[src/rtl/btn_pkg.sv]
// ============================================================================
// Module  : btn_pkg
// Purpose : Shared types and defaults for the push-button debouncer.
// Rev     : 1.0  initial release
// ============================================================================
`default_nettype none

package btn_pkg;

  typedef enum logic [1:0] {
    RELEASED     = 2'd0,
    PRESS_WAIT   = 2'd1,
    PRESSED      = 2'd2,
    RELEASE_WAIT = 2'd3
  } btn_state_e;

  localparam int unsigned DEBOUNCE_CYCLES_DEF      = 500000;
  localparam int unsigned REPEAT_DELAY_CYCLES_DEF  = 25000000;
  localparam int unsigned REPEAT_PERIOD_CYCLES_DEF = 5000000;

  function automatic int unsigned max3(input int unsigned a,
                                       input int unsigned b,
                                       input int unsigned c);
    int unsigned m;
    m = (a > b) ? a : b;
    return (m > c) ? m : c;
  endfunction

endpackage

`default_nettype wire

[src/rtl/sync_2ff.sv]
// ============================================================================
// Module  : sync_2ff
// Purpose : Two-flop synchronizer for a single asynchronous input bit.
// Rev     : 1.0  initial release
// ============================================================================
`default_nettype none

module sync_2ff #(
  parameter logic RESET_VAL = 1'b0
) (
  input  logic clk_i,
  input  logic rst_n_i,
  input  logic i_d,
  output logic o_q
);

  logic r_meta;
  logic r_sync;

  always_ff @(posedge clk_i or negedge rst_n_i) begin
    if (!rst_n_i) begin
      r_meta <= RESET_VAL;
      r_sync <= RESET_VAL;
    end else begin
      r_meta <= i_d;
      r_sync <= r_meta;
    end
  end

  assign o_q = r_sync;

endmodule

`default_nettype wire

[src/rtl/btn_debounce.sv]
// ============================================================================
// Module  : btn_debounce
// Purpose : Active-low button debouncer with level output and press/release
//           pulses; optional auto-repeat when BTN_AUTOREPEAT_EN is defined.
// Rev     : 1.0  initial release
// ============================================================================
`default_nettype none

module btn_debounce
  import btn_pkg::*;
#(
  parameter int unsigned DEBOUNCE_CYCLES      = DEBOUNCE_CYCLES_DEF,
  parameter int unsigned REPEAT_DELAY_CYCLES  = REPEAT_DELAY_CYCLES_DEF,
  parameter int unsigned REPEAT_PERIOD_CYCLES = REPEAT_PERIOD_CYCLES_DEF
) (
  input  logic clk_i,
  input  logic rst_n_i,
  input  logic btn_n_i,
  output logic btn_o,
  output logic press_o,
  output logic release_o
);

  localparam int unsigned c_CNT_W =
    $clog2(max3(DEBOUNCE_CYCLES, REPEAT_DELAY_CYCLES, REPEAT_PERIOD_CYCLES)) + 1;
  localparam logic [c_CNT_W-1:0] c_DB_LAST = c_CNT_W'(DEBOUNCE_CYCLES - 1);
  localparam logic [c_CNT_W-1:0] c_CNT_MAX = '1;
  localparam logic [c_CNT_W-1:0] c_ONE     = c_CNT_W'(1);

  logic w_btn_raw;
  logic w_btn_s;

  btn_state_e         r_state;
  btn_state_e         w_state_nxt;
  logic [c_CNT_W-1:0] r_cnt;
  logic [c_CNT_W-1:0] w_cnt_nxt;
  logic               w_press_evt;
  logic               w_release_evt;
  logic               w_rpt_pulse;

  logic r_btn;
  logic r_press;
  logic r_release;

  assign w_btn_raw = ~btn_n_i;

  sync_2ff #(
    .RESET_VAL (1'b0)
  ) u_sync (
    .clk_i   (clk_i),
    .rst_n_i (rst_n_i),
    .i_d     (w_btn_raw),
    .o_q     (w_btn_s)
  );

  always_ff @(posedge clk_i or negedge rst_n_i) begin
    if (!rst_n_i) begin
      r_state <= RELEASED;
      r_cnt   <= '0;
    end else begin
      r_state <= w_state_nxt;
      r_cnt   <= w_cnt_nxt;
    end
  end

  always_comb begin
    w_state_nxt   = r_state;
    w_cnt_nxt     = r_cnt;
    w_press_evt   = 1'b0;
    w_release_evt = 1'b0;
    case (r_state)
      RELEASED: begin
        if (w_btn_s) begin
          w_state_nxt = PRESS_WAIT;
          w_cnt_nxt   = '0;
        end
      end
      PRESS_WAIT: begin
        if (!w_btn_s) begin
          w_state_nxt = RELEASED;
          w_cnt_nxt   = '0;
        end else if (r_cnt == c_DB_LAST) begin
          w_state_nxt = PRESSED;
          w_cnt_nxt   = '0;
          w_press_evt = 1'b1;
        end else if (r_cnt != c_CNT_MAX) begin
          w_cnt_nxt = r_cnt + c_ONE;
        end
      end
      PRESSED: begin
        if (!w_btn_s) begin
          w_state_nxt = RELEASE_WAIT;
          w_cnt_nxt   = '0;
        end
      end
      RELEASE_WAIT: begin
        if (w_btn_s) begin
          w_state_nxt = PRESSED;
          w_cnt_nxt   = '0;
        end else if (r_cnt == c_DB_LAST) begin
          w_state_nxt   = RELEASED;
          w_cnt_nxt     = '0;
          w_release_evt = 1'b1;
        end else if (r_cnt != c_CNT_MAX) begin
          w_cnt_nxt = r_cnt + c_ONE;
        end
      end
      default: begin
        w_state_nxt = RELEASED;
        w_cnt_nxt   = '0;
      end
    endcase
  end

`ifdef BTN_AUTOREPEAT_EN
  localparam logic [c_CNT_W-1:0] c_DLY_LAST = c_CNT_W'(REPEAT_DELAY_CYCLES - 1);
  localparam logic [c_CNT_W-1:0] c_PER_LAST = c_CNT_W'(REPEAT_PERIOD_CYCLES - 1);

  logic [c_CNT_W-1:0] r_rpt_cnt;
  logic               r_rpt_phase;
  logic               w_held;
  logic               w_rpt_hit;

  // Timer keeps running through RELEASE_WAIT bounces; an accepted release wins.
  assign w_held      = (r_state == PRESSED) || (r_state == RELEASE_WAIT);
  assign w_rpt_hit   = (r_rpt_cnt == (r_rpt_phase ? c_PER_LAST : c_DLY_LAST));
  assign w_rpt_pulse = w_held && (w_state_nxt != RELEASED) && w_rpt_hit;

  always_ff @(posedge clk_i or negedge rst_n_i) begin
    if (!rst_n_i) begin
      r_rpt_cnt   <= '0;
      r_rpt_phase <= 1'b0;
    end else if (!w_held || (w_state_nxt == RELEASED)) begin
      r_rpt_cnt   <= '0;
      r_rpt_phase <= 1'b0;
    end else if (w_rpt_hit) begin
      r_rpt_cnt   <= '0;
      r_rpt_phase <= 1'b1;
    end else if (r_rpt_cnt != c_CNT_MAX) begin
      r_rpt_cnt <= r_rpt_cnt + c_ONE;
    end
  end
`else
  assign w_rpt_pulse = 1'b0;
`endif

  always_ff @(posedge clk_i or negedge rst_n_i) begin
    if (!rst_n_i) begin
      r_btn     <= 1'b0;
      r_press   <= 1'b0;
      r_release <= 1'b0;
    end else begin
      r_btn     <= (w_state_nxt == PRESSED) || (w_state_nxt == RELEASE_WAIT);
      r_press   <= w_press_evt | w_rpt_pulse;
      r_release <= w_release_evt;
    end
  end

  assign btn_o     = r_btn;
  assign press_o   = r_press;
  assign release_o = r_release;

endmodule

`default_nettype wire

[config.mk]
export PLATFORM = sky130hd
export DESIGN_NAME = btn_debounce
export DESIGN_NICKNAME = d
export VERILOG_FILES = /design/src/rtl/btn_pkg.sv /design/src/rtl/sync_2ff.sv /design/src/rtl/btn_debounce.sv
export SDC_FILE = /design/constraint.sdc
export NUM_CORES = 1
export LEC_CHECK = 0
export ABC_AREA = 1
export BUFFER_PORTS_ARGS = -buffer_cell sky130_fd_sc_hd__buf_2
export CAP_MARGIN = 20
export CORE_MARGIN = 5
export CORE_UTILIZATION = 51
export CTS_CLUSTER_SIZE = 20
export DETAILED_ROUTE_END_ITERATION = 12
export GPL_ROUTABILITY_DRIVEN = 0
export PLACE_DENSITY = 0.77
export SYNTH_ARGS = -nofsm -noshare
export SYNTH_HDL_FRONTEND = slang
export SYNTH_SLANG_ARGS = --single-unit
[constraint.sdc]
create_clock -name clk_i -period 1.4 [get_ports clk_i]
set_input_delay 0.14 -clock clk_i [delete_from_list [all_inputs] [get_ports clk_i]]
set_output_delay 0.14 -clock clk_i [all_outputs]
set_load 0.01 [all_outputs]
==> flow_metrics.tcl <==
set metrics [dict create \
    core-area_um2 4060 \
    p_total_mw 2.05 \
    cts_root_buf "clkbuf_8" \
    row_count 23 \
    seq_area_frac_synth_pct 37.1 \
    fin_skew_ns 0.00651 \
    hold-worst-slack_ns 0.307 \
    area_delta_synth_final_pct 49.8 \
    synthFlopType "dfrtp_1" \
    finalCritPeriodShare_pct 125 \
    timing.final.hold_violations 0 \
    grt_pass1_vias 2471 \
    status "complete, but fails checks" \
    ys_types 27 \
    worstSetupPathType "register to register" \
    period_minus_slack_ns 1.76 \
    r2r_end "r_cnt[3]" \
    drtIter0Drc 431 \
    clock_latency_ns 0.30 \
    synth_fp_nets 332 \
    cp.arrival_ns 1.93 \
    io_pins 6 \
    fill_cells 221 \
    p_leak_nw 1.54 \
    setup_violations 30 \
    fp.dieArea_um2 5630 \
    end_kind "register" \
    hold_class "input pin to async pin" \
    syn_avg_cell_area_um2 6.58 \
    violations "negative setup slack" \
    fin_nets 421 \
    synthCells 328 \
    async_reset_ff_share_pct 100 \
    die-width_um 75.0 \
    rr_worst_depth 10 \
    via_count 2865 \
    drt_wl_total_um 8490 \
    rsz0062_at_grt "yes" \
    worst_pin_slew_ns 0.426 \
    layout_setup_ws_ns -0.356 \
    synth_seq_cells 32 \
    relSlewSlack_pct 71.6 \
    antenna_found_initial 0 \
    cts.clk_slew.worst_paths_ns 0.08 \
    grt-ovfl-total 0 \
    r2r_start "r_cnt[15]" \
    synth-edff-count 0 \
    grt_pass1_wl_um 11600 \
    grt_max_degree 23 \
    startpoint_type "register" \
    reg2reg_slack_ns -0.36 \
    max_freq_mhz 569 \
    yosysWarnings 0 \
    dieHeight_um 75.0 \
    htree_levels 2 \
    dp_hpwl_um 4530 \
    syn-cell-area_um2 2160 \
    numPortBuffers 5 \
    cts-buffers-inserted 5 \
    required_ns 1.58 \
    clk_path_buf_depth 2 \
    drive_gt1_share_pct 38.0 \
    clock_sinks 32 \
    slew_viol_final 0 \
    ant_nets 0 \
    grt_usage_pct 27.8 \
    drcViolationCount 0 \
    powerDensity_nw_per_um2 634 \
    cap_viol_max_count 0 \
    final_common_cell "nand2_1" \
    wire_per_inst_um 18.1 \
    mostFrequentLayoutCells "nand2_1, buf_4, nor2_1, inv_1, dfrtp_1" \
    cts_tree "built" \
    cp_max_fo 7 \
    dr.pass1.iters 6 \
    viasPerCell 6.12 \
    ir_worst_vdd_mv 0.667 \
    start_util_pct 53.2 \
    n_antenna_cell 0 \
]
-- area by class of cell --
cell class	instances	area [um2]	area share, %
clock buffer	5	68.8	2.13
inverter	35	131	4.07
timing repair buffer	89	741	22.9
clock inverter	3	42.5	1.32
multi-input combinational	254	1390	42.9
tap	50	62.6	1.94
sequential	32	801	24.8
-- worst max-delay path: stages (launching register included) --
cell and delay [ns]:
dfrtp_1 0.45, inv_1 0.09, nor2_1 0.18, nand2_1 0.08, nor2_1 0.11, nand2_1 0.12, nor2_4 0.20, nor2_4 0.09
clkbuf_16 0.17, nand3_2 0.05, o21ai_1 0.08
-- worst max path at each step --
stage,startpoint,to,depth (start not counted)
after floorplan,r_cnt[1],r_cnt[11],10
after global placement,r_cnt[16],r_cnt[8],10
after detailed placement,r_cnt[13],r_cnt[11],9
after CTS,r_cnt[1],r_cnt[15],11
after global routing,r_cnt[13],r_cnt[21],10
final,r_cnt[15],r_cnt[3],10
-- sequential cells by signal (all words and copies together), names as in the netlist --
register and cells:
r_cnt 26, btn_o 1, press_o 1, r_state 1
release_o 1, u_sync.o_q 1, u_sync.r_meta 1
-- Yosys cell counts, types with 2 or more instances --
cell,instances,share of area (%)
nand2_1,104,18
nor2_1,51,8.9
nand3_1,37,8.6
inv_1,33,5.7
dfrtp_1,32,37
a21oi_1,13,3.0
o21ai_1,12,2.8
nand4_1,8,2.3
nor2_2,7,2.0
buf_2,4,0.93
nand2_2,3,0.87
nand3b_1,3,1.0
nor2_4,3,1.6
buf_6,2,1.0
nand2_4,2,1.0
nor3_1,2,0.46
o21ai_0,2,0.46
-- power breakdown --
part	internal [mW]	total (mW)	switching, mW
Clock	0.527	0.936	0.409
Combinational	0.0722	0.174	0.102
Sequential	0.932	0.939	0.00649
Total	1.53	2.05	0.517
-- cell families after synthesis --
| group | share of synthesized area, % |
|---|---|
| simple gates | 46.6 |
| compound gates | 6.67 |
| buf+inv | 8.24 |
| flops | 37.1 |
| fa+ha+maj | 0.580 |
| xor+xnor | 0.812 |
-- metrics by stage --
step | cells | util [%] | TNS (ns) | area [um2] | setup WS, ns
floorplan | 328 | - | -2.15 | 2220 | -0.125
global placement | 450 | 70.0 | -2.72 | 2840 | -0.148
detailed placement | 450 | 70.0 | -4.57 | 2840 | -0.214
CTS | 464 | 76.1 | -3.14 | 3090 | -0.168
global route | 468 | 79.6 | -9.94 | 3230 | -0.435
finish | 468 | 79.6 | -8.14 | 3230 | -0.356
-- routing by layer --
metal  share of wire (%)  track usage (%)
met2                  47             48.5
met1                  36             33.7
met3                  10             5.61
met4                 6.6             10.5
met5                   0                0
-- timing repair --
action | CTS | global route
gates cloned | 0 | 2
setup buffers | 4 | 2
endpoints found under the hold margin | 16 | 0
pin swaps | 8 | 4
resized for setup | 21 | 21
setup endpoints to repair | 28 | 30
hold buffers | 2 | 0
(Power assumes the default switching activity.)
